<file path="src/rtl/pipeline_ctrl.sv">
`default_nettype none
// ============================================================================
// Module      : pipeline_ctrl
// Description : Stall/flush scheduler for a five-stage RV32I pipeline. It
//               produces the load enables and bubble flushes for the pipeline
//               registers. It holds cache response pulses until both ports
//               are ready, and it counts frozen cycles and inserted bubbles.
// Revision    : 1.0 - initial release
// ============================================================================
module pipeline_ctrl #(
    parameter int CNT_W = 32
) (
    input  logic             clk,
    input  logic             rst,
    input  logic             imem_resp,
    input  logic [31:0]      imem_rdata,
    output logic             imem_read,
    input  logic             dmem_resp,
    input  logic [31:0]      dmem_rdata,
    output logic             dmem_read,
    output logic             dmem_write,
    input  logic             exmem_mem_read,
    input  logic             exmem_mem_write,
    input  logic [4:0]       ifid_rs1,
    input  logic [4:0]       ifid_rs2,
    input  logic             ifid_uses_rs1,
    input  logic             ifid_uses_rs2,
    input  logic [4:0]       idex_rd,
    input  logic             idex_mem_read,
    input  logic             ex_redirect,
    output logic             load_pc,
    output logic             load_ifid,
    output logic             load_idex,
    output logic             load_exmem,
    output logic             load_memwb,
    output logic             flush_ifid,
    output logic             flush_idex,
    output logic [31:0]      fetch_instr,
    output logic [31:0]      mem_rdata,
    output logic [CNT_W-1:0] stall_cycles,
    output logic [CNT_W-1:0] bubble_count
);

    logic             i_done_q, i_done_d;
    logic             d_done_q, d_done_d;
    logic [31:0]      i_buf_q, i_buf_d;
    logic [31:0]      d_buf_q, d_buf_d;
    logic [CNT_W-1:0] stall_q, stall_d;
    logic [CNT_W-1:0] bubble_q, bubble_d;

    logic             w_i_ready;
    logic             w_d_need;
    logic             w_d_ready;
    logic             w_advance;
    logic             w_lu_hazard;
    logic [1:0]       w_bubble_inc;
    logic [CNT_W:0]   w_bubble_sum;

    // Scheduling decision, output enables and next-state for held data and counters
    always_comb begin
        w_i_ready   = imem_resp | i_done_q;
        w_d_need    = exmem_mem_read | exmem_mem_write;
        w_d_ready   = !w_d_need | dmem_resp | d_done_q;
        w_advance   = w_i_ready & w_d_ready;
        w_lu_hazard = idex_mem_read && (idex_rd != 5'd0) &&
                      ((ifid_uses_rs1 && (ifid_rs1 == idex_rd)) ||
                       (ifid_uses_rs2 && (ifid_rs2 == idex_rd)));

        fetch_instr = imem_resp ? imem_rdata : i_buf_q;
        mem_rdata   = dmem_resp ? dmem_rdata : d_buf_q;

        load_pc      = 1'b0;
        load_ifid    = 1'b0;
        load_idex    = 1'b0;
        load_exmem   = 1'b0;
        load_memwb   = 1'b0;
        flush_ifid   = 1'b0;
        flush_idex   = 1'b0;
        i_done_d     = i_done_q;
        d_done_d     = d_done_q;
        i_buf_d      = i_buf_q;
        d_buf_d      = d_buf_q;
        stall_d      = stall_q;
        w_bubble_inc = 2'd0;

        if (!w_advance) begin
            // Frozen: latch whichever one-cycle response arrived so it is not lost
            if (imem_resp) begin
                i_done_d = 1'b1;
                i_buf_d  = imem_rdata;
            end
            if (dmem_resp) begin
                d_done_d = 1'b1;
                d_buf_d  = dmem_rdata;
            end
            if (stall_q != {CNT_W{1'b1}}) begin
                stall_d = stall_q + 1'b1;
            end
        end else begin
            d_done_d = 1'b0;
            if (ex_redirect) begin
                // Redirect outranks a load-use stall: the stalled ID instruction is squashed anyway
                load_pc      = 1'b1;
                load_ifid    = 1'b1;
                load_idex    = 1'b1;
                load_exmem   = 1'b1;
                load_memwb   = 1'b1;
                flush_ifid   = 1'b1;
                flush_idex   = 1'b1;
                i_done_d     = 1'b0;
                w_bubble_inc = 2'd2;
            end else if (w_lu_hazard) begin
                // Hold PC and IF/ID; keep the fetched word so it is not requested again
                load_idex    = 1'b1;
                flush_idex   = 1'b1;
                load_exmem   = 1'b1;
                load_memwb   = 1'b1;
                i_done_d     = 1'b1;
                i_buf_d      = fetch_instr;
                w_bubble_inc = 2'd1;
            end else begin
                load_pc    = 1'b1;
                load_ifid  = 1'b1;
                load_idex  = 1'b1;
                load_exmem = 1'b1;
                load_memwb = 1'b1;
                i_done_d   = 1'b0;
            end
        end

        // One extra bit catches the carry so the count saturates instead of wrapping
        w_bubble_sum = {1'b0, bubble_q} + {{(CNT_W-1){1'b0}}, w_bubble_inc};
        bubble_d     = w_bubble_sum[CNT_W] ? {CNT_W{1'b1}} : w_bubble_sum[CNT_W-1:0];

        imem_read  = !i_done_q;
        dmem_read  = exmem_mem_read & !d_done_q;
        dmem_write = exmem_mem_write & !d_done_q;

        // Nothing moves and nothing is requested while reset is held
        if (rst) begin
            load_pc    = 1'b0;
            load_ifid  = 1'b0;
            load_idex  = 1'b0;
            load_exmem = 1'b0;
            load_memwb = 1'b0;
            flush_ifid = 1'b0;
            flush_idex = 1'b0;
            imem_read  = 1'b0;
            dmem_read  = 1'b0;
            dmem_write = 1'b0;
        end

        stall_cycles = stall_q;
        bubble_count = bubble_q;
    end

    // State register: held-response bits, buffers and counters
    always_ff @(posedge clk) begin
        if (rst) begin
            i_done_q <= 1'b0;
            d_done_q <= 1'b0;
            i_buf_q  <= 32'd0;
            d_buf_q  <= 32'd0;
            stall_q  <= '0;
            bubble_q <= '0;
        end else begin
            i_done_q <= i_done_d;
            d_done_q <= d_done_d;
            i_buf_q  <= i_buf_d;
            d_buf_q  <= d_buf_d;
            stall_q  <= stall_d;
            bubble_q <= bubble_d;
        end
    end

endmodule
`default_nettype wire

</file>
<file path="config.mk">
export PLATFORM = sky130hd
export DESIGN_NAME = pipeline_ctrl
export DESIGN_NICKNAME = d
export VERILOG_FILES = /design/src/rtl/pipeline_ctrl.sv
export SDC_FILE = /design/constraint.sdc
export NUM_CORES = 1
export LEC_CHECK = 0
export ABC_AREA = 1
export CORE_MARGIN = 4
export CORE_UTILIZATION = 48
export CTS_BUF_LIST = sky130_fd_sc_hd__clkbuf_16
export DETAILED_ROUTE_END_ITERATION = 16
export HOLD_SLACK_MARGIN = 0.12
export PLACE_DENSITY = 0.82
export SLEW_MARGIN = 20
export SYNTH_ARGS = -nofsm -noshare
export SYNTH_HDL_FRONTEND = slang
export SYNTH_SLANG_ARGS = --single-unit
</file>
<file path="constraint.sdc">
create_clock -name clk -period 4.93 [get_ports clk]
set_input_delay 1.479 -clock clk [delete_from_list [all_inputs] [get_ports clk]]
set_output_delay 1.479 -clock clk [all_outputs]
set_load 0.01 [all_outputs]
</file>
==> flow_summary.html, run 1 <==
<table>
<tr><th>Metric</th><th>Value</th></tr>
<tr><th colspan="2">Drt</th></tr>
<tr><td>Iteration-0 DRC Markers</td><td>624</td></tr>
<tr><td>DR pass1 iterations</td><td>5</td></tr>
<tr><td>Routed Antenna Nets</td><td>0</td></tr>
<tr><td>DR DRC count</td><td>0</td></tr>
<tr><td>Total wire length after detailed routing</td><td>20.9 mm</td></tr>
<tr><td>Total number of vias</td><td>around 8000</td></tr>
<tr><td>Routed len/inst</td><td>13.2 um</td></tr>
<tr><td>Via count normalized by instance count</td><td>around 5</td></tr>
<tr><th colspan="2">Clock tree</th></tr>
<tr><td>TritonCTS clock tree</td><td>yes</td></tr>
<tr><td>Quantity of gates resized following cts</td><td>0</td></tr>
<tr><td># Post-CTS Setup Buffers</td><td>0</td></tr>
<tr><td>Clock Root Buffer</td><td>sky130_fd_sc_hd__clkbuf_16</td></tr>
<tr><td>Clock Sinks</td><td>between 100 and 150</td></tr>
<tr><td>Hold buffers post-CTS</td><td>0</td></tr>
<tr><td>Number of buffers added by the clock tree synthesis step</td><td>17</td></tr>
<tr><td>Clock H-tree levels</td><td>4</td></tr>
<tr><td>Clk pin slew, worst setup/hold paths</td><td>0.05 ns</td></tr>
<tr><td>CTS max path bufs</td><td>2</td></tr>
<tr><td>Clk_lat worst skew</td><td>0.42 ns</td></tr>
<tr><th colspan="2">Power and ir drop</th></tr>
<tr><td>Power density of the placed cells</td><td>between 200 and 300 mW/mm^2</td></tr>
<tr><td>Final total power</td><td>approximately 2.8 mW</td></tr>
<tr><td>Highest ir drop seen on vdd</td><td>around 0.26 mV</td></tr>
<tr><td>Static leakage power</td><td>4.15 nW</td></tr>
<tr><th colspan="2">Final layout</th></tr>
<tr><td>Final Cell Area</td><td>0.0103 mm^2</td></tr>
<tr><td>Final-stage net count</td><td>1476</td></tr>
<tr><td>N_diodes</td><td>0</td></tr>
<tr><td>Layout fillers</td><td>1300</td></tr>
<tr><td>Area Growth Syn to Fin</td><td>38.7%</td></tr>
<tr><td>Layout cells sized above 1</td><td>6.31%</td></tr>
<tr><td>Sequential cell area</td><td>0.00260 mm^2</td></tr>
<tr><td>Core utilization of the finished layout</td><td>about two thirds</td></tr>
<tr><td>Area of the multi-input gates</td><td>0.00399 mm^2</td></tr>
<tr><td>Filler-free cell count of the finished design</td><td>approximately 1600</td></tr>
<tr><th colspan="2">Timing</th></tr>
<tr><td>Minimum period implied by the final worst setup slack</td><td>4.77 ns</td></tr>
<tr><td>Transition time at the pin with the least slew margin</td><td>0.632 ns</td></tr>
<tr><td>Clock tree skew after final layout</td><td>0.00627 ns</td></tr>
<tr><td>Total negative slack</td><td>0 ns</td></tr>
<tr><td>Worst slew margin relative to its limit</td><td>57.9%</td></tr>
<tr><td>Final Hold Fails</td><td>0</td></tr>
<tr><td>Min Hold Slack</td><td>0.460 ns</td></tr>
<tr><td>Max Slew Vio Count</td><td>0</td></tr>
<tr><td>Fmax</td><td>210 MHz</td></tr>
<tr><td>Setup repair after global routing missed its margin</td><td>false</td></tr>
<tr><td>Final setup violation count</td><td>0</td></tr>
<tr><td>Slack of the critical path</td><td>0.160 ns</td></tr>
<tr><td>Part of the cycle the worst path needs</td><td>96.8%</td></tr>
<tr><th colspan="2">Worst setup path</th></tr>
<tr><td>Worst reg-to-reg path cell count</td><td>17</td></tr>
<tr><td>Worst path depth</td><td>7</td></tr>
<tr><td>Type of element launching the critical path</td><td>input pin</td></tr>
<tr><td>Capture instance of the worst register-to-register path</td><td>bubble_count[31]</td></tr>
<tr><td>Worst path top cell family by delay</td><td>buffers and inverters</td></tr>
<tr><td>Source of the worst register-to-register timing path</td><td>d_done_q</td></tr>
<tr><td>Launch point of the worst path</td><td>exmem_mem_read</td></tr>
<tr><td>Endpoint class of the critical path</td><td>output pin</td></tr>
<tr><td>Biggest fanout along the worst timing path</td><td>5</td></tr>
<tr><td>Buf+Inv Stages, Crit Path</td><td>3</td></tr>
<tr><td>Data required time at the worst endpoint</td><td>3.45 ns</td></tr>
<tr><td>Most common cell type on the critical path</td><td>sky130_fd_sc_hd__clkdlybuf4s50_1</td></tr>
<tr><td>Worst setup path endpoint</td><td>flush_idex</td></tr>
<tr><td>Series of cell instances along the critical path</td><td>clkdlybuf4s50_1 -&gt; o211ai_1 -&gt; nand2_1 -&gt; nor2_1 -&gt; inv_1 -&gt; a21oi_1 -&gt; clkdlybuf4s50_1</td></tr>
<tr><td>Worst setup path class</td><td>input pin to output pin</td></tr>
<tr><td>Max stage delay on crit path</td><td>0.55 ns</td></tr>
<tr><td>Worst EP arrival</td><td>about 3.3 ns</td></tr>
<tr><td>R2R setup slack</td><td>~2.1 ns</td></tr>
<tr><td>CP max-delay cell</td><td>sky130_fd_sc_hd__clkdlybuf4s50_1</td></tr>
<tr><th colspan="2">Logic synthesis</th></tr>
<tr><td>Instance count of the mapped netlist</td><td>about 1200</td></tr>
<tr><td>Average size of a mapped cell</td><td>6.27 um^2</td></tr>
<tr><td>Most frequent cell after synthesis</td><td>sky130_fd_sc_hd__nand2_1</td></tr>
<tr><td>Number of flops mapped to enable cells by yosys</td><td>0</td></tr>
<tr><td>Distinct cells, synth</td><td>38</td></tr>
<tr><td>Ys async rst share</td><td>0%</td></tr>
<tr><td>Sequential element share of the synthesized area</td><td>35.0%</td></tr>
<tr><td>Leading area contributor after synthesis</td><td>sky130_fd_sc_hd__dfxtp_1</td></tr>
<tr><td>Primary FF master, synth</td><td>sky130_fd_sc_hd__dfxtp_1</td></tr>
<tr><td>Net count of the mapped netlist</td><td>approximately 1300</td></tr>
<tr><td>Leading post-synthesis cells by cell area</td><td>sky130_fd_sc_hd__dfxtp_1 35%, sky130_fd_sc_hd__nand2_1 17%, sky130_fd_sc_hd__inv_1 7.5%, sky130_fd_sc_hd__o21ai_0 7.1%, sky130_fd_sc_hd__nand3_1 6.6%</td></tr>
<tr><td>Post-synth design cell area</td><td>0.00744 mm^2</td></tr>
<tr><td>Share of Yosys cell area claimed by the top area cell type</td><td>between 30% and 40%</td></tr>
<tr><td>Most frequent cells after synthesis</td><td>334 x sky130_fd_sc_hd__nand2_1, 149 x sky130_fd_sc_hd__inv_1, 130 x sky130_fd_sc_hd__dfxtp_1, 130 x sky130_fd_sc_hd__nor2_1, 105 x sky130_fd_sc_hd__o21ai_0</td></tr>
<tr><td>Synth Register Bits</td><td>130</td></tr>
<tr><td>Total number of yosys warnings</td><td>0</td></tr>
<tr><th colspan="2">Die</th></tr>
<tr><td>Count of pins on the block boundary</td><td>227</td></tr>
<tr><td>Std-Cell Rows</td><td>45</td></tr>
<tr><td>Area of the core</td><td>0.0152 mm^2</td></tr>
<tr><td>Floorplan die area</td><td>0.0176 mm^2</td></tr>
<tr><td>Starting utilization of the core area</td><td>between 40% and 50%</td></tr>
<tr><td>Height of the die</td><td>between 100 and 150 um</td></tr>
<tr><td>Chip Width</td><td>132 um</td></tr>
<tr><th colspan="2">GRT</th></tr>
<tr><td>Grt total ovfl</td><td>0</td></tr>
<tr><td>Wire length of the first global-routing pass</td><td>33.9 mm</td></tr>
<tr><td>Maximum number of pins on one net before global-route repair</td><td>66</td></tr>
<tr><td>Global-route usage over all layers</td><td>a little under a quarter</td></tr>
<tr><td>Number of antenna violations at the first check in global routing</td><td>0</td></tr>
<tr><td>Via count of the first global-routing pass</td><td>between 7000 and 8000</td></tr>
<tr><th colspan="2">Job</th></tr>
<tr><td>Reported max-cap violation count</td><td>0</td></tr>
<tr><th colspan="2">Placed design</th></tr>
<tr><td>Place WS</td><td>0.165 ns</td></tr>
<tr><td>Port-buffer cells</td><td>around 230</td></tr>
<tr><td>Detailed-placement wirelength estimate</td><td>14.9 mm</td></tr>
<tr><td>Final GP Congestion</td><td>0.939</td></tr>
<tr><td>Inst Count DP</td><td>about 1600</td></tr>
<tr><td>Placed standard-cell area</td><td>0.00975 mm^2</td></tr>
<tr><th colspan="2">Run status</th></tr>
<tr><td>Run status</td><td>finished clean</td></tr>
<tr><th colspan="2">Min path</th></tr>
<tr><td>Worst hold path class</td><td>flip-flop to flip-flop</td></tr>
</table>
where the power goes:
group	internal, mW	switching, mW	total [mW]	leakage (nW)
combinational	0.219	0.236	0.455	2.83
sequential	1.10	0.0143	1.11	1.06
clock	0.737	0.483	1.22	0.264
total	2.05	0.733	2.79	4.15
flip-flops by register name, indices dropped and copies added (netlist names):
signal        cells
d_buf_q          32
i_done_q          1
d_done_q          1
i_buf_q          32
bubble_count     32
stall_cycles     32
tightest hold or removal path: stages, from the launching register on:
cell and delay [ns]:
sky130_fd_sc_hd__dfxtp_1 0.30, sky130_fd_sc_hd__inv_1 0.06, sky130_fd_sc_hd__o21ai_1 0.06
cell families (layout without fill, tap and decap cells):
family          after synthesis  in the layout  share of synthesized area, %
fa+ha+maj                     4              4                         0.774
simple gates                613            613                          35.2
buf+inv                     213            421                          11.4
flops                       130            130                          35.0
xor+xnor                     32             32                          3.77
compound gates              195            195                          13.8
cell type report:
class / instances / area share [%]
multi-input cells: 844 / 38.7
flip-flops and latches: 130 / 25.2
repair buffers: 238 / 22.8
inverters: 152 / 5.53
clock buffers: 17 / 4.12
well taps: 188 / 2.28
clock inverters: 14 / 1.38
layer usage:
metal / part of all wire, % / wire (um) / vias up / GRT usage, %
met3: 7.2 / 1510 / 33 / 7.00
met4: 2.1 / 444 / 0 / 8.20
met5: 0 / 0 / - / 0
li1: - / - / 4119 / -
met2: 47 / 9760 / 261 / 37.3
met1: 44 / 9150 / 3542 / 29.4
worst min path at each step:
stage	startpoint	end	depth (start not counted)
final	d_buf_q[26]	d_buf_q[26]	2
after global routing	d_buf_q[26]	d_buf_q[26]	2
after CTS	d_buf_q[26]	d_buf_q[26]	2
after detailed placement	d_buf_q[29]	d_buf_q[29]	2
after global placement	d_buf_q[28]	d_buf_q[28]	2
after floorplan	d_buf_q[26]	d_buf_q[26]	2
layout by cell type, fill, tap and decap left out, types with 17 or more instances in the layout:
master / n
sky130_fd_sc_hd__clkdlybuf4s50_1: 223
sky130_fd_sc_hd__o21ai_0: 105
sky130_fd_sc_hd__nand3_1: 97
sky130_fd_sc_hd__clkbuf_16: 17
sky130_fd_sc_hd__nand2_1: 334
sky130_fd_sc_hd__a21oi_1: 66
sky130_fd_sc_hd__xor2_1: 25
sky130_fd_sc_hd__inv_1: 148
sky130_fd_sc_hd__nor2_1: 130
sky130_fd_sc_hd__dfxtp_1: 130
No activity file was read; power rests on OpenSTA's default activity.
==> run 2: changes to the inputs <==
--- a/config.mk
+++ b/config.mk
@@ -6,12 +6,12 @@
 export NUM_CORES = 1
 export LEC_CHECK = 0
 export ABC_AREA = 1
-export CORE_MARGIN = 4
-export CORE_UTILIZATION = 48
+export CORE_UTILIZATION = 50
 export CTS_BUF_LIST = sky130_fd_sc_hd__clkbuf_16
 export DETAILED_ROUTE_END_ITERATION = 16
+export DONT_BUFFER_PORTS = 1
 export HOLD_SLACK_MARGIN = 0.12
-export PLACE_DENSITY = 0.82
+export SKIP_CTS_REPAIR_TIMING = 1
 export SLEW_MARGIN = 20
 export SYNTH_ARGS = -nofsm -noshare
 export SYNTH_HDL_FRONTEND = slang
==> flow_summary.html, run 2 (synthesis gave the netlist of run 1 again) <==
<table>
<tr><th>Metric</th><th>Value</th></tr>
<tr><th colspan="2">Final layout</th></tr>
<tr><td>Commonest cells after routing, fill and taps aside</td><td>334 x sky130_fd_sc_hd__nand2_1, 148 x sky130_fd_sc_hd__inv_1, 130 x sky130_fd_sc_hd__nor2_1, 130 x sky130_fd_sc_hd__dfxtp_1, 105 x sky130_fd_sc_hd__o21ai_0</td></tr>
<tr><td>Area Growth Syn to Fin</td><td>7.92%</td></tr>
<tr><td>N_diodes</td><td>0 (unchanged)</td></tr>
<tr><td>Most frequent standard cell in the layout excluding fill and tap cells</td><td>sky130_fd_sc_hd__nand2_1</td></tr>
<tr><td>Final-stage net count</td><td>1249 (-15%)</td></tr>
<tr><td>Core utilization of the finished layout</td><td>55.2% (-13 points)</td></tr>
<tr><td>Layout cells sized above 1</td><td>6.93% (+0.63 points)</td></tr>
<tr><th colspan="2">Timing</th></tr>
<tr><td>Clock tree skew after final layout</td><td>0.00873 ns (+0.00247 ns)</td></tr>
<tr><td>Worst slew margin relative to its limit</td><td>42.4% (-15 points)</td></tr>
<tr><td>Final Hold Fails</td><td>0 (unchanged)</td></tr>
<tr><td>Max Slew Vio Count</td><td>0 (unchanged)</td></tr>
<tr><td>Transition time at the pin with the least slew margin</td><td>0.863 ns (+0.231 ns)</td></tr>
<tr><td>Part of the cycle the worst path needs</td><td>82.4% (-14 points)</td></tr>
<tr><td>Fmax</td><td>246 MHz (+17%)</td></tr>
<tr><td>Minimum period implied by the final worst setup slack</td><td>4.06 ns (-0.705 ns)</td></tr>
<tr><td>Total negative slack</td><td>0 ns (unchanged)</td></tr>
<tr><td>Final setup violation count</td><td>0 (unchanged)</td></tr>
<tr><td>Setup repair after global routing missed its margin</td><td>false</td></tr>
<tr><th colspan="2">Clock tree</th></tr>
<tr><td>Clk pin slew, worst setup/hold paths</td><td>0.06 ns (about the same)</td></tr>
<tr><td>CTS max path bufs</td><td>2 (unchanged)</td></tr>
<tr><td>Clock Root Buffer</td><td>sky130_fd_sc_hd__clkbuf_16</td></tr>
<tr><td>Clk_lat worst skew</td><td>0.42 ns (about the same)</td></tr>
<tr><td>Clock Sinks</td><td>130 (unchanged)</td></tr>
<tr><td>TritonCTS clock tree</td><td>yes</td></tr>
<tr><td>Number of buffers added by the clock tree synthesis step</td><td>17 (unchanged)</td></tr>
<tr><td>Clock H-tree levels</td><td>4 (unchanged)</td></tr>
<tr><th colspan="2">Die</th></tr>
<tr><td>Height of the die</td><td>124 um (-6.4%)</td></tr>
<tr><td>Area of the core</td><td>0.0145 mm^2 (-4.4%)</td></tr>
<tr><td>Count of pins on the block boundary</td><td>227 (unchanged)</td></tr>
<tr><td>Std-Cell Rows</td><td>44 (-2.2%)</td></tr>
<tr><td>Starting utilization of the core area</td><td>51.2% (+2.2 points)</td></tr>
<tr><td>Floorplan die area</td><td>0.0154 mm^2 (-12%)</td></tr>
<tr><td>Chip Width</td><td>124 um (-6.4%)</td></tr>
<tr><th colspan="2">Drt</th></tr>
<tr><td>DR pass1 iterations</td><td>4 (-1)</td></tr>
<tr><td>Total number of vias</td><td>6929 (-13%)</td></tr>
<tr><td>DR DRC count</td><td>0 (unchanged)</td></tr>
<tr><td>Routed Antenna Nets</td><td>0 (unchanged)</td></tr>
<tr><td>Top sig layer</td><td>met4</td></tr>
<tr><td>Routed len/inst</td><td>14.2 um (+7.7%)</td></tr>
<tr><td>Routed wire length on met2</td><td>8.54 mm (-12%)</td></tr>
<tr><td>Via count normalized by instance count</td><td>5.13 (+2.0%)</td></tr>
<tr><td>Iteration-0 DRC Markers</td><td>373 (-40%)</td></tr>
<tr><td>Sum of met3 wire segment lengths after detailed routing</td><td>1.52 mm (+0.33%)</td></tr>
<tr><td>Total wire length after detailed routing</td><td>19.2 mm (-8.0%)</td></tr>
<tr><td>Metal1 wirelength</td><td>8.75 mm (-4.4%)</td></tr>
<tr><th colspan="2">Worst setup path</th></tr>
<tr><td>Buf+Inv Stages, Crit Path</td><td>3 (unchanged)</td></tr>
<tr><td>Worst EP arrival</td><td>2.59 ns (-0.70 ns)</td></tr>
<tr><td>Type of element launching the critical path</td><td>input pin</td></tr>
<tr><td>Max stage delay on crit path</td><td>0.25 ns (-0.30 ns)</td></tr>
<tr><td>CP max-delay cell</td><td>sky130_fd_sc_hd__o211ai_1</td></tr>
<tr><td>Worst path top cell family by delay</td><td>buffers and inverters</td></tr>
<tr><td>Worst setup path class</td><td>input pin to output pin</td></tr>
<tr><td>Endpoint class of the critical path</td><td>output pin</td></tr>
<tr><td>Data required time at the worst endpoint</td><td>3.45 ns (about the same)</td></tr>
<tr><td>Series of cell instances along the critical path</td><td>o211ai_1 -&gt; nand2_1 -&gt; nor2_1 -&gt; buf_4 -&gt; inv_1 -&gt; a21oi_1 -&gt; buf_4</td></tr>
<tr><td>Most common cell type on the critical path</td><td>sky130_fd_sc_hd__buf_4</td></tr>
<tr><td>Biggest fanout along the worst timing path</td><td>5 (unchanged)</td></tr>
<tr><th colspan="2">Power and ir drop</th></tr>
<tr><td>Power density of the placed cells</td><td>319 mW/mm^2 (+18%)</td></tr>
<tr><td>Highest ir drop seen on vdd</td><td>0.225 mV (-13%)</td></tr>
<tr><td>Static leakage power</td><td>3.31 nW (-20%)</td></tr>
<tr><th colspan="2">Min path</th></tr>
<tr><td>Worst hold path class</td><td>flip-flop to flip-flop</td></tr>
<tr><th colspan="2">GRT</th></tr>
<tr><td>Grt total ovfl</td><td>0 (unchanged)</td></tr>
<tr><td>Wire length of the first global-routing pass</td><td>30.2 mm (-11%)</td></tr>
<tr><td>Number of antenna violations at the first check in global routing</td><td>0 (unchanged)</td></tr>
<tr><td>Maximum number of pins on one net before global-route repair</td><td>66 (unchanged)</td></tr>
<tr><td>Global-route usage over all layers</td><td>25.2% (+2.1 points)</td></tr>
<tr><td>Via count of the first global-routing pass</td><td>6015 (-15%)</td></tr>
<tr><th colspan="2">Job</th></tr>
<tr><td>Reported max-cap violation count</td><td>0 (unchanged)</td></tr>
<tr><th colspan="2">Run status</th></tr>
<tr><td>Run status</td><td>finished clean</td></tr>
<tr><th colspan="2">Placed design</th></tr>
<tr><td>Port-buffer cells</td><td>0 (-100%)</td></tr>
<tr><td>Final GP Congestion</td><td>0.887 (-5.5%)</td></tr>
<tr><td>Detailed-placement wirelength estimate</td><td>13.6 mm (-8.9%)</td></tr>
</table>
-- run 2: worst reg2reg max path, cell delays in order, from the launching register on --
cell                       delay, ns
sky130_fd_sc_hd__dfxtp_1        0.31
sky130_fd_sc_hd__inv_1          0.07
sky130_fd_sc_hd__o211ai_1       0.15
sky130_fd_sc_hd__nand2_1        0.16
sky130_fd_sc_hd__nor2_1         0.13
sky130_fd_sc_hd__ha_1           0.16
sky130_fd_sc_hd__inv_1          0.05
sky130_fd_sc_hd__fa_1           0.44
sky130_fd_sc_hd__nor2_4         0.18
sky130_fd_sc_hd__nand2_2        0.11
sky130_fd_sc_hd__nor2_4         0.14
sky130_fd_sc_hd__nand2_2        0.10
sky130_fd_sc_hd__nor2_4         0.12
sky130_fd_sc_hd__nand2_1        0.09
sky130_fd_sc_hd__buf_4          0.21
sky130_fd_sc_hd__nand3_1        0.11
sky130_fd_sc_hd__nand2_1        0.05
sky130_fd_sc_hd__inv_1          0.07
-- run 2: final cells by class --
class	count	area (um^2)
inverter	152	571
fill	1526	6510
clock inverter	14	123
multi-input combinational	844	3990
timing repair buffer	11	82.6
tap	184	230
sequential	130	2600
clock buffer	17	425
-- run 2: per-layer routing --
layer / vias to the layer above / track usage (%)
li1: 3666 / -
met1: 3032 / 31.9
met2: 202 / 39.5
met3: 29 / 8.88
met4: 0 / 9.15
met5: - / 0
-- run 2: report_power, final --
part,internal (mW),switching (mW)
combinational,0.0760,0.187
sequential,1.10,0.0170
clock,0.727,0.458
-- run 2: worst paths after layout --
check / to / depth (start not counted) / slack, ns / from
min: d_buf_q[29] / 2 / 0.46 / d_buf_q[29]
min reg2reg: d_buf_q[29] / 2 / 0.46 / d_buf_q[29]
max: flush_idex / 7 / 0.87 / exmem_mem_write
max reg2reg: bubble_count[23] / 17 / 2.23 / d_done_q
-- run 2: metrics by stage --
step                instance area [um^2]  total power [mW]  hold WS [ns]  instances  setup WS [ns]
floorplan                           7440              1.37         0.435       1187          0.808
global placement                    7480              1.40         0.453       1321          0.900
detailed placement                  7480              1.40         0.453       1321          0.896
CTS                                 8030              2.59         0.463       1352          0.882
global route                        8030              2.69         0.489       1352          0.699
finish                              8030              2.56         0.464       1352          0.865
==> run 3: changes to the inputs <==
--- a/config.mk
+++ b/config.mk
@@ -11,6 +11,7 @@
 export DETAILED_ROUTE_END_ITERATION = 16
 export DONT_BUFFER_PORTS = 1
 export HOLD_SLACK_MARGIN = 0.12
+export PLACE_DENSITY = 0.68
 export SKIP_CTS_REPAIR_TIMING = 1
 export SLEW_MARGIN = 20
 export SYNTH_ARGS = -nofsm -noshare
==> constraint.sdc (replaced) <==
create_clock -name clk -period 3.36 [get_ports clk]
set_input_delay 1.008 -clock clk [delete_from_list [all_inputs] [get_ports clk]]
set_output_delay 1.008 -clock clk [all_outputs]
set_load 0.01 [all_outputs]
==> flow_summary.html, run 3 (synthesis gave the netlist of run 1 again) <==
<table>
<tr><th>Metric</th><th>Value</th></tr>
<tr><th colspan="2">Drt</th></tr>
<tr><td>Routed Antenna Nets</td><td>0 (unchanged)</td></tr>
<tr><td>DR pass1 iterations</td><td>7 (+3)</td></tr>
<tr><td>Routed wire length on met2</td><td>8.87 mm (+3.9%)</td></tr>
<tr><td>Metal1 wirelength</td><td>8.46 mm (-3.3%)</td></tr>
<tr><td>Routed len/inst</td><td>13.8 um (-2.5%)</td></tr>
<tr><td>Via count normalized by instance count</td><td>5.11 (-0.21%)</td></tr>
<tr><td>Iteration-0 DRC Markers</td><td>449 (+20%)</td></tr>
<tr><td>Top sig layer</td><td>met4</td></tr>
<tr><td>Total wire length after detailed routing</td><td>18.9 mm (-1.7%)</td></tr>
<tr><td>Total number of vias</td><td>6976 (+0.68%)</td></tr>
<tr><td>Sum of met3 wire segment lengths after detailed routing</td><td>1.37 mm (-9.8%)</td></tr>
<tr><td>DR DRC count</td><td>0 (unchanged)</td></tr>
<tr><th colspan="2">Clock tree</th></tr>
<tr><td>Clk_lat worst skew</td><td>0.42 ns (about the same)</td></tr>
<tr><td>Number of buffers added by the clock tree synthesis step</td><td>17 (unchanged)</td></tr>
<tr><td>TritonCTS clock tree</td><td>yes</td></tr>
<tr><td>Clock Sinks</td><td>130 (unchanged)</td></tr>
<tr><td>CTS max path bufs</td><td>2 (unchanged)</td></tr>
<tr><td>Clock Root Buffer</td><td>sky130_fd_sc_hd__clkbuf_16</td></tr>
<tr><td>Clk pin slew, worst setup/hold paths</td><td>0.06 ns (about the same)</td></tr>
<tr><td>Clock H-tree levels</td><td>4 (unchanged)</td></tr>
<tr><th colspan="2">Worst setup path</th></tr>
<tr><td>Capture instance of the worst register-to-register path</td><td>bubble_count[23]</td></tr>
<tr><td>Worst reg-to-reg path cell count</td><td>18 (+1)</td></tr>
<tr><td>Worst EP arrival</td><td>2.22 ns (-0.37 ns)</td></tr>
<tr><td>Biggest fanout along the worst timing path</td><td>66 (+61)</td></tr>
<tr><td>Endpoint class of the critical path</td><td>output pin</td></tr>
<tr><td>R2R setup slack</td><td>0.79 ns (-1.44 ns)</td></tr>
<tr><td>Source of the worst register-to-register timing path</td><td>d_done_q</td></tr>
<tr><td>Type of element launching the critical path</td><td>input pin</td></tr>
<tr><td>Worst setup path class</td><td>input pin to output pin</td></tr>
<tr><td>Data required time at the worst endpoint</td><td>2.35 ns (-1.10 ns)</td></tr>
<tr><th colspan="2">Die</th></tr>
<tr><td>Count of pins on the block boundary</td><td>227 (unchanged)</td></tr>
<tr><td>Height of the die</td><td>124 um (unchanged)</td></tr>
<tr><td>Std-Cell Rows</td><td>44 (unchanged)</td></tr>
<tr><td>Floorplan die area</td><td>0.0154 mm^2 (unchanged)</td></tr>
<tr><td>Area of the core</td><td>0.0145 mm^2 (unchanged)</td></tr>
<tr><td>Chip Width</td><td>124 um (unchanged)</td></tr>
<tr><td>Starting utilization of the core area</td><td>51.2% (unchanged)</td></tr>
<tr><th colspan="2">Power and ir drop</th></tr>
<tr><td>Highest ir drop seen on vdd</td><td>0.332 mV (+47%)</td></tr>
<tr><td>Static leakage power</td><td>3.43 nW (+3.8%)</td></tr>
<tr><td>Power density of the placed cells</td><td>490 mW/mm^2 (+54%)</td></tr>
<tr><th colspan="2">Timing</th></tr>
<tr><td>Final Hold Fails</td><td>0 (unchanged)</td></tr>
<tr><td>Clock tree skew after final layout</td><td>0.00734 ns (-0.00139 ns)</td></tr>
<tr><td>Worst slew margin relative to its limit</td><td>59.9% (+17 points)</td></tr>
<tr><td>Final setup violation count</td><td>0 (unchanged)</td></tr>
<tr><td>Part of the cycle the worst path needs</td><td>96.1%</td></tr>
<tr><td>Max Slew Vio Count</td><td>0 (unchanged)</td></tr>
<tr><td>Setup repair after global routing missed its margin</td><td>false</td></tr>
<tr><td>Slack of the critical path</td><td>0.130 ns (-0.735 ns)</td></tr>
<tr><td>Fmax</td><td>a little over 300 MHz</td></tr>
<tr><td>Minimum period implied by the final worst setup slack</td><td>3.23 ns</td></tr>
<tr><td>Transition time at the pin with the least slew margin</td><td>0.595 ns (-0.268 ns)</td></tr>
<tr><th colspan="2">Placed design</th></tr>
<tr><td>Placed standard-cell area</td><td>0.00763 mm^2 (+2.0%)</td></tr>
<tr><td>Place WS</td><td>-0.145 ns (-1.04 ns)</td></tr>
<tr><td>Port-buffer cells</td><td>0 (unchanged)</td></tr>
<tr><td>Final GP Congestion</td><td>0.882 (-0.50%)</td></tr>
<tr><td>Detailed-placement wirelength estimate</td><td>13.3 mm (-2.3%)</td></tr>
<tr><th colspan="2">Final layout</th></tr>
<tr><td>Layout cells sized above 1</td><td>8.98% (+2.0 points)</td></tr>
<tr><td>Area Growth Syn to Fin</td><td>11.3%</td></tr>
<tr><td>Final Cell Area</td><td>0.00828 mm^2 (+3.2%)</td></tr>
<tr><td>Commonest cells after routing, fill and taps aside</td><td>332 x sky130_fd_sc_hd__nand2_1, 146 x sky130_fd_sc_hd__inv_1, 130 x sky130_fd_sc_hd__dfxtp_1</td></tr>
<tr><td>N_diodes</td><td>0 (unchanged)</td></tr>
<tr><td>Most frequent standard cell in the layout excluding fill and tap cells</td><td>sky130_fd_sc_hd__nand2_1</td></tr>
<tr><td>Layout fillers</td><td>1487 (-2.6%)</td></tr>
<tr><td>Final-stage net count</td><td>1261 (+0.96%)</td></tr>
<tr><th colspan="2">Job</th></tr>
<tr><td>Reported max-cap violation count</td><td>0 (unchanged)</td></tr>
<tr><th colspan="2">GRT</th></tr>
<tr><td>Global-route usage over all layers</td><td>24.3% (-0.91 points)</td></tr>
<tr><td>Maximum number of pins on one net before global-route repair</td><td>67 (+1.5%)</td></tr>
<tr><td>Number of antenna violations at the first check in global routing</td><td>0 (unchanged)</td></tr>
<tr><td>Via count of the first global-routing pass</td><td>5885 (-2.2%)</td></tr>
<tr><td>Wire length of the first global-routing pass</td><td>29.0 mm (-3.8%)</td></tr>
<tr><td>Grt total ovfl</td><td>0 (unchanged)</td></tr>
<tr><th colspan="2">Run status</th></tr>
<tr><td>Run status</td><td>finished clean</td></tr>
<tr><th colspan="2">Min path</th></tr>
<tr><td>Worst hold path class</td><td>flip-flop to flip-flop</td></tr>
<tr><td>HP Start</td><td>d_buf_q[26]</td></tr>
<tr><td>Hold depth</td><td>2 (unchanged)</td></tr>
<tr><td>Worst-case hold path end point</td><td>d_buf_q[26]</td></tr>
</table>
==> run 3: cell types whose count changed in the layout (fill, tap and decap cells not counted), moves of 2 or more <==
cell	before	now
sky130_fd_sc_hd__inv_2	4	6
sky130_fd_sc_hd__clkinvlp_4	3	5
sky130_fd_sc_hd__buf_12	0	3
sky130_fd_sc_hd__buf_4	11	20
sky130_fd_sc_hd__nand3_1	97	95
sky130_fd_sc_hd__clkinv_1	4	0
sky130_fd_sc_hd__nand2_1	334	332
sky130_fd_sc_hd__clkinv_2	5	1
sky130_fd_sc_hd__nand2_2	9	11
sky130_fd_sc_hd__inv_1	148	146
sky130_fd_sc_hd__nand3_2	1	3
sky130_fd_sc_hd__bufinv_16	2	5
==> run 3: area by class of cell <==
class | instances | area (um^2) | share of cell area [%]
Multi-Input combinational cell | 844 | 4020 | 48.5
Sequential cell | 130 | 2600 | 31.4
Inverter | 152 | 583 | 7.04
Clock buffer | 17 | 425 | 5.14
Tap cell | 184 | 230 | 2.78
Clock inverter | 14 | 214 | 2.58
Timing Repair Buffer | 23 | 210 | 2.54
==> run 3: critical path: stages <==
cell and delay, ns:
sky130_fd_sc_hd__inv_1 0.07, sky130_fd_sc_hd__nand4_1 0.13, sky130_fd_sc_hd__o21ai_0 0.22, sky130_fd_sc_hd__inv_1 0.10, sky130_fd_sc_hd__nand3_2 0.14, sky130_fd_sc_hd__buf_12 0.28, sky130_fd_sc_hd__nand2_1 0.08, sky130_fd_sc_hd__inv_1 0.17
==> run 3: power breakdown <==
group          internal (mW)  total (mW)  leakage, nW  switching (mW)
registers               1.61        1.64         1.06          0.0249
logic                  0.123       0.394         2.07           0.271
clock network           1.31        2.03        0.299           0.720
==> run 3: how the worst max path moves through the flow <==
| stage | startpoint | endpoint | slack, ns | depth (start not counted) |
|---|---|---|---|---|
| 2_1_floorplan | idex_rd[1] | bubble_count[19] | -0.02 | 23 |
| 3_3_place_gp | idex_rd[3] | load_ifid | -0.15 | 8 |
| 3_5_place_dp | idex_rd[3] | load_ifid | -0.14 | 8 |
| 4_1_cts | idex_rd[3] | load_ifid | -0.14 | 8 |
| 5_1_grt | idex_rd[3] | load_ifid | 0.04 | 8 |
| 6_report | idex_rd[3] | load_ifid | 0.13 | 8 |
==> run 3: metal layers <==
metal  global-route usage, %  up-vias
li1                        -     3698
met1                    31.1     3062
met2                    38.3      199
met3                    8.84       17
met4                    6.92        0
met5                       0        -
==> run 3: per-stage QoR <==
step           total power [mW]  util, %  hold slack (ns)  cells  setup TNS (ns)
2_1_floorplan              2.01        -            0.435   1187          -0.104
3_3_place_gp               2.06     52.5            0.446   1333          -0.305
3_5_place_dp               2.07     52.5            0.457   1333          -0.291
4_1_cts                    4.10     56.9            0.466   1364          -0.285
5_1_grt                    4.23     57.0            0.475   1364               0
6_report                   4.06     57.0            0.465   1364               0
